--- config.mk ---
export PLATFORM = sky130hd
export DESIGN_NAME = fsm_counter_driver
export DESIGN_NICKNAME = d
export VERILOG_FILES = /design/src/rtl/fsm_counter_driver.sv
export SDC_FILE = /design/constraint.sdc
export NUM_CORES = 1
export LEC_CHECK = 0
export ABC_AREA = 1
export CAP_MARGIN = 20
export CORE_MARGIN = 2
export CORE_UTILIZATION = 50
export DETAILED_ROUTE_END_ITERATION = 12
export HOLD_SLACK_MARGIN = 0.08
export PLACE_DENSITY = 0.77
export SLEW_MARGIN = 20
export SYNTH_ARGS = -nofsm -noshare
export SYNTH_HDL_FRONTEND = slang
export SYNTH_SLANG_ARGS = --single-unit
export TNS_END_PERCENT = 1
--- constraint.sdc ---
create_clock -name clk -period 4.55 [get_ports clk]
set_clock_uncertainty 0.2 [all_clocks]
set_input_delay 0.91 -clock clk [delete_from_list [all_inputs] [get_ports clk]]
set_output_delay 0.91 -clock clk [all_outputs]
set_load 0.01 [all_outputs]
--- src/rtl/fsm_counter_driver.sv ---
// Initiator-side controller for the start/stop counter interface.
// Issues a one-cycle start, watches the 3-bit count, fires a one-cycle stop
// so that the counter takes it while showing the latched target, then checks
// twice that the counter froze one step past the target. The outcome is
// reported as a sticky done or a sticky err with an err_code.
//
// Handshake: req/target are sampled on any rising clk edge while busy is low
// (IDLE or FIN). busy rises with start and falls on the same edge that done
// or err rises. A req seen while busy is dropped, not queued.
//
// Timing for a counter that starts from idle (req high in cycle t):
//   start at t+1, stop at t+3+target, done at t+6+target, cycles = target+2.
// The stop pulse cycle is spent in CHECK1 with stop high. CHECK1 only
// compares the count in the following cycle, once the counter has taken stop.
module fsm_counter_driver #(
  parameter int TIMEOUT = 20,
  parameter int STOP_LO = 5,
  parameter int STOP_HI = 6
) (
  input  logic       clk,
  input  logic       rst,
  input  logic       req,
  input  logic [2:0] target,
  input  logic [2:0] counter,
  output logic       start,
  output logic       stop,
  output logic       busy,
  output logic       done,
  output logic       err,
  output logic [1:0] err_code,
  output logic [7:0] cycles,
  output logic [2:0] state_dbg
);

  typedef enum logic [2:0] {
    S_IDLE   = 3'd0,
    S_WAIT   = 3'd1,
    S_CHECK1 = 3'd2,
    S_CHECK2 = 3'd3,
    S_FIN    = 3'd4
  } state_t;

  localparam logic [2:0] LO   = 3'(STOP_LO);
  localparam logic [2:0] HI   = 3'(STOP_HI);
  localparam logic [7:0] TMAX = 8'(TIMEOUT - 1);

  state_t     state_q, state_d;
  logic       start_q, start_d;
  logic       stop_q, stop_d;
  logic       busy_q, busy_d;
  logic       done_q, done_d;
  logic       err_q, err_d;
  logic [1:0] err_code_q, err_code_d;
  logic [7:0] cycles_q, cycles_d;
  logic [7:0] timer_q, timer_d;
  logic [2:0] target_q, target_d;

  logic       target_ok;
  logic       stop_hit;
  logic       timer_exp;
  logic       frozen_ok;

  // Decodes shared by the next-state and output processes.
  always_comb begin
    target_ok = (target >= LO) && (target <= HI);
    stop_hit  = (counter == (target_q - 3'd1));
    timer_exp = (timer_q == TMAX);
    frozen_ok = (counter == (target_q + 3'd1));
  end

  // State and output registers; synchronous active-low reset.
  always_ff @(posedge clk) begin
    if (!rst) begin
      state_q    <= S_IDLE;
      start_q    <= 1'b0;
      stop_q     <= 1'b0;
      busy_q     <= 1'b0;
      done_q     <= 1'b0;
      err_q      <= 1'b0;
      err_code_q <= 2'd0;
      cycles_q   <= 8'd0;
      timer_q    <= 8'd0;
      target_q   <= 3'd0;
    end else begin
      state_q    <= state_d;
      start_q    <= start_d;
      stop_q     <= stop_d;
      busy_q     <= busy_d;
      done_q     <= done_d;
      err_q      <= err_d;
      err_code_q <= err_code_d;
      cycles_q   <= cycles_d;
      timer_q    <= timer_d;
      target_q   <= target_d;
    end
  end

  // Next-state logic.
  always_comb begin
    state_d = state_q;
    case (state_q)
      S_IDLE, S_FIN: begin
        if (req) state_d = target_ok ? S_WAIT : S_FIN;
      end
      S_WAIT: begin
        if (stop_hit)       state_d = S_CHECK1;
        else if (timer_exp) state_d = S_FIN;
      end
      S_CHECK1: begin
        if (!stop_q) state_d = frozen_ok ? S_CHECK2 : S_FIN;
      end
      S_CHECK2: state_d = S_FIN;
      default:  state_d = S_IDLE;
    endcase
  end

  // Output and datapath next values; stop wins over timeout in WAIT.
  always_comb begin
    start_d    = 1'b0;
    stop_d     = 1'b0;
    busy_d     = busy_q;
    done_d     = done_q;
    err_d      = err_q;
    err_code_d = err_code_q;
    cycles_d   = cycles_q;
    timer_d    = timer_q;
    target_d   = target_q;
    case (state_q)
      S_IDLE, S_FIN: begin
        if (req) begin
          done_d   = 1'b0;
          cycles_d = 8'd0;
          if (target_ok) begin
            target_d   = target;
            err_d      = 1'b0;
            err_code_d = 2'd0;
            timer_d    = 8'd0;
            start_d    = 1'b1;
            busy_d     = 1'b1;
          end else begin
            err_d      = 1'b1;
            err_code_d = 2'd1;
            busy_d     = 1'b0;
          end
        end
      end
      S_WAIT: begin
        timer_d  = timer_q + 8'd1;
        cycles_d = (cycles_q == 8'hFF) ? 8'hFF : cycles_q + 8'd1;
        if (stop_hit) begin
          stop_d = 1'b1;
        end else if (timer_exp) begin
          err_d      = 1'b1;
          err_code_d = 2'd2;
          busy_d     = 1'b0;
        end
      end
      S_CHECK1: begin
        if (!stop_q && !frozen_ok) begin
          err_d      = 1'b1;
          err_code_d = 2'd3;
          busy_d     = 1'b0;
        end
      end
      S_CHECK2: begin
        busy_d = 1'b0;
        if (frozen_ok) begin
          done_d = 1'b1;
        end else begin
          err_d      = 1'b1;
          err_code_d = 2'd3;
        end
      end
      default: begin
        busy_d = 1'b0;
      end
    endcase
  end

  assign start     = start_q;
  assign stop      = stop_q;
  assign busy      = busy_q;
  assign done      = done_q;
  assign err       = err_q;
  assign err_code  = err_code_q;
  assign cycles    = cycles_q;
  assign state_dbg = state_q;

endmodule

# Word-level counts from Yosys, hierarchy flattened
# Cells that the tools add are included.
dict set report op_classes {
  n_addsub 4
  n_lt_le_gt_ge 2
  eq_ne 17
  n_mux 37
  reduce_logical 18
}
# op n
set op_table {}
lappend op_table {{$mux W8} 4}
lappend op_table {{$pmux W8 S2} 2}
lappend op_table {{$mux W3} 6}
lappend op_table {{$add A8 B1 Y8 const B} 2}
lappend op_table {{$ne A2 B2 Y1 const B} 8}
lappend op_table {{$mux W1} 15}
lappend op_table {{$reduce_and A3 Y1} 5}
lappend op_table {{$pmux W3 S4} 1}
lappend op_table {{$mux W2} 5}
lappend op_table {{$eq A8 B5 Y1 const B} 1}
lappend op_table {{$eq A8 B8 Y1 const B} 1}
lappend op_table {{$pmux W2 S4} 1}
lappend op_table {{$eq A3 B2 Y1 const B} 2}
lappend op_table {{$eq A3 B3 Y1} 2}
lappend op_table {{$reduce_and A6 Y1} 1}
lappend op_table {{$pmux W1 S4} 1}
lappend op_table {{$reduce_and A2 Y1} 2}
lappend op_table {{$reduce_and A4 Y1} 1}
lappend op_table {{$reduce_bool A2 Y1} 2}
lappend op_table {{$reduce_bool A4 Y1} 1}
lappend op_table {{$add A3 B1 Y3 const B} 1}
lappend op_table {{$eq A3 B1 Y1 const B} 1}
lappend op_table {{$eq A3 B3 Y1 const B} 1}
lappend op_table {{$ge A3 B3 Y1 const B} 1}
lappend op_table {{9 further kinds} 11}
dict set report word_totals {
  ff_bits 29
  in_bits 9
  output_inout_bits 18
}

# Logic depth before layout (Yosys ltp)
dict set report logic_depth {
  word_depth 6
  mapped_depth 12
}

# Least setup slack after synthesis
# Ideal clock, no wire load.
dict set report synth_path {
  path_type {in2reg}
  startpoint {input port target[0]}
  endpoint {register timer_q[4]}
  setup_ns 0.115
  arrival_ns 1.823
  t_required_ns 4.235
  path_slack_ns 2.412
  stages 8
  n_path_buf 0
  path_cell_list {or2_2 nand3_1 nand2_1 nand2_4 nor2_2 nand2_1 xor2_1 nor2_2}
}
dict set report synth_via {
  elab_chain_cells 4
}
# element line
set synth_rtl {}
lappend synth_rtl {{start, declared} 23} ;# input logic [2:0] target,
lappend synth_rtl {{$ge A3 B3 Y1 or $le A3 B3 Y1 (tied branches)} 65} ;# target_ok = (target >= LO) && (target <= HI);
lappend synth_rtl {{$logic_and A1 B1 Y1 (*)} 65}
lappend synth_rtl {{$ne A2 B2 Y1 (no line) (*)} --}
lappend synth_rtl {{$reduce_and A3 Y1 (no line) (*)} --}
lappend synth_rtl {{end signal, assigned} 93} ;# timer_q <= timer_d;
lappend synth_rtl {{end, declared} 55} ;# logic [7:0] timer_q, timer_d;
# Every way passes the cells marked *; elsewhere a longest branch is shown, timed or not.
# A chain may end at the register's enable or synchronous reset.

==> results.cfg <==
[run_status]
status = complete, no violations

[grt]
grt_antenna_before_repair = 0
grt_pass1_wl_mm = 5.46
grt_start_max_net_pins = 18
grt_pass1_vias = 1311
overflow = 0
grt_use_total_pct = 20.3

[power_and_ir_drop]
power_density_mw_per_mm2 = 269
fin_total_pwr_w = 0.000509
ir_drop_mv = 0.191
p_leak_nw = 0.812

[logic_synthesis]
yosys.area.top_type = dfxtp_1
synth_most_common_cell = nand2_1
synth_cells = 236
synth_nets = 249
synth-edff-count = 0
yosys_warnings = 0
ys_seq_area_share_pct = 37.5
async_flop_share_pct = 0
synth_top_area_share_pct = 37.5
ys_top_cells_by_area = dfxtp_1, nand2_1, inv_1
yosysUniqueCellTypes = 26
synth.avg_cell_area_um2 = 6.56
synth_seq_cells = 29
synth_flop_cell = dfxtp_1
synthesis.area_mm2 = 0.00155
synthTopCellsByCount = nand2_1, inv_1, nor2_1, dfxtp_1, a21oi_1

[drt]
post_drt_wl_per_cell_um = 11.1
drt-initial-drc-count = 77
drcViolationCount = 0
ant_nets = 0
routed-via-count = 1490
dr.pass1.iters = 5
vias_per_cell = 4.97
routed_wl_mm = 3.34

[worst_hold_path]
hold_class = reg -> reg

[cts]
cts_hold_buf = 0
clkSinkCount = 29
clk-insertion-delay-late_ns = 0.32
ctsResizeCount = 0
clk_path_buf_depth = 2
cts_made_buffers = 5
clockRootBuffer = clkbuf_4
clk_pin_slew_worst_paths_ns = 0.09
cts_tree = done
cts_setup_buffers = 0
htree_levels = 2

[timing]
report.final.slew_viol_count = 0
hold_viol_final = 0
fmax_mhz = 400
setup_ws_ns = 2.05
tns_ns = 0
finalCritPeriodShare_pct = 55.0
setup_viol = 0
fin_crit_ns = 2.50
tightest_slew_ns = 0.636
rsz0062_at_grt = no
slew_headroom_pct = 57.5

[worst_setup_path]
cp-end-kind = register
slowest_stage = clkdlybuf4s50_1
crit_required_ns = 4.61
cp_common_cell = nor2_1
critPathKind = in -> reg
crit_chain = clkdlybuf4s50_1 > clkinv_1 > nor2_1 > inv_1 > nor2_1
cp.arrival_ns = 2.56
critPathLaunchType = input port
cp_max_fo = 17
critical_path.max_stage_delay_ns = 0.57

[place]
place_ws_ns = 1.74
io_buffer_count = 26
hpwlAfterDp_mm = 2.57
routabilityCongestion = 0.817

[floorplan]
start_util_pct = 51.6
ioPinCount = 27
die_h_um = 59.7
rows = 20
core_area_mm2 = 0.00300
die-area_mm2 = 0.00356
die_x_um = 59.7

[flow_run]
max-cap-violations = 0

[final_layout]
fillers = 288
utilization_pct = 63.2
multiInputGateArea_um2 = 821
fin_nets = 280
area_growth_pct = 22.5
layout-drive-gt1-share_pct = 6.74
seq_area_um2 = 581
n_antenna_cell = 0
[state kept, by name, indices dropped and copies added (netlist names)]
signal / flops
start: 1
busy: 1
cycles: 8
stop: 1
timer_q: 8
err: 1
err_code: 2
done: 1
state_dbg: 3
target_q: 3
[where the power goes]
| part | internal (W) | switching, W | leakage [nW] |
|---|---|---|---|
| sequential | 0.000262 | 0.00000736 | 0.235 |
| clock | 0.0000728 | 0.0000828 | 0.0314 |
| combinational | 0.0000345 | 0.0000500 | 0.545 |
[path summary, 6_finish.rpt]
check / startpoint / end / slack (ns) / cells past startpoint
max: rst / timer_q[6] / 2.05 / 5
min: done / done / 0.26 / 2
max reg2reg: state_dbg[0] / err_code[1] / 2.52 / 7
min reg2reg: done / done / 0.26 / 2
[kinds of logic (layout without fill, tap and decap cells)]
| logic type | count (synthesis) | count (layout) | share of synthesized area (%) |
|---|---|---|---|
| and+or+nand+nor | 122 | 122 | 34.2 |
| DFF | 29 | 29 | 37.5 |
| buffers and inverters | 39 | 70 | 9.53 |
| AOI/OAI and AO/OA | 37 | 37 | 12.8 |
| xor gates and xnor gates | 5 | 5 | 2.83 |
| adders and majority gates | 4 | 4 | 3.23 |
[metrics by stage]
stage	cell area, um^2	std cells	hold slack [ns]
2_1_floorplan	1550	236	0.244
3_3_place_gp	1840	293	0.240
3_5_place_dp	1840	293	0.246
4_1_cts	1900	300	0.260
5_1_grt	1900	300	0.294
6_report	1900	300	0.258
[cell usage in the layout (no fill, tap or decap), drive strengths merged, types with 3 or more instances in the layout]
cell	count
dfxtp	29
inv	36
nand2	63
nand3	17
xor2	3
clkbuf	7
clkdlybuf4s50	26
nor3	3
ha	4
o21ai	13
nor2	35
a21oi	19
[area by class of cell]
type,instances,area share [%]
clock buffer,7,2.90
tap,33,2.18
timing repair buffer,26,13.7
multi-input combinational,168,43.3
inverter,37,7.32
sequential,29,30.6
[critical path: cells and delay by family]
kind / cells / cell delay (ns)
buffers and inverters: 3 / 1.15
AND/OR/NAND/NOR: 2 / 0.49
[per-layer routing]
layer,up-vias,share of wire [%],GRT usage [%]
met5,-,0,0
met4,0,1.5,7.30
met3,5,3.3,6.28
met2,29,47,34.0
met1,652,48,24.4
li1,804,-,-
Power figures use the tool's default switching activity.
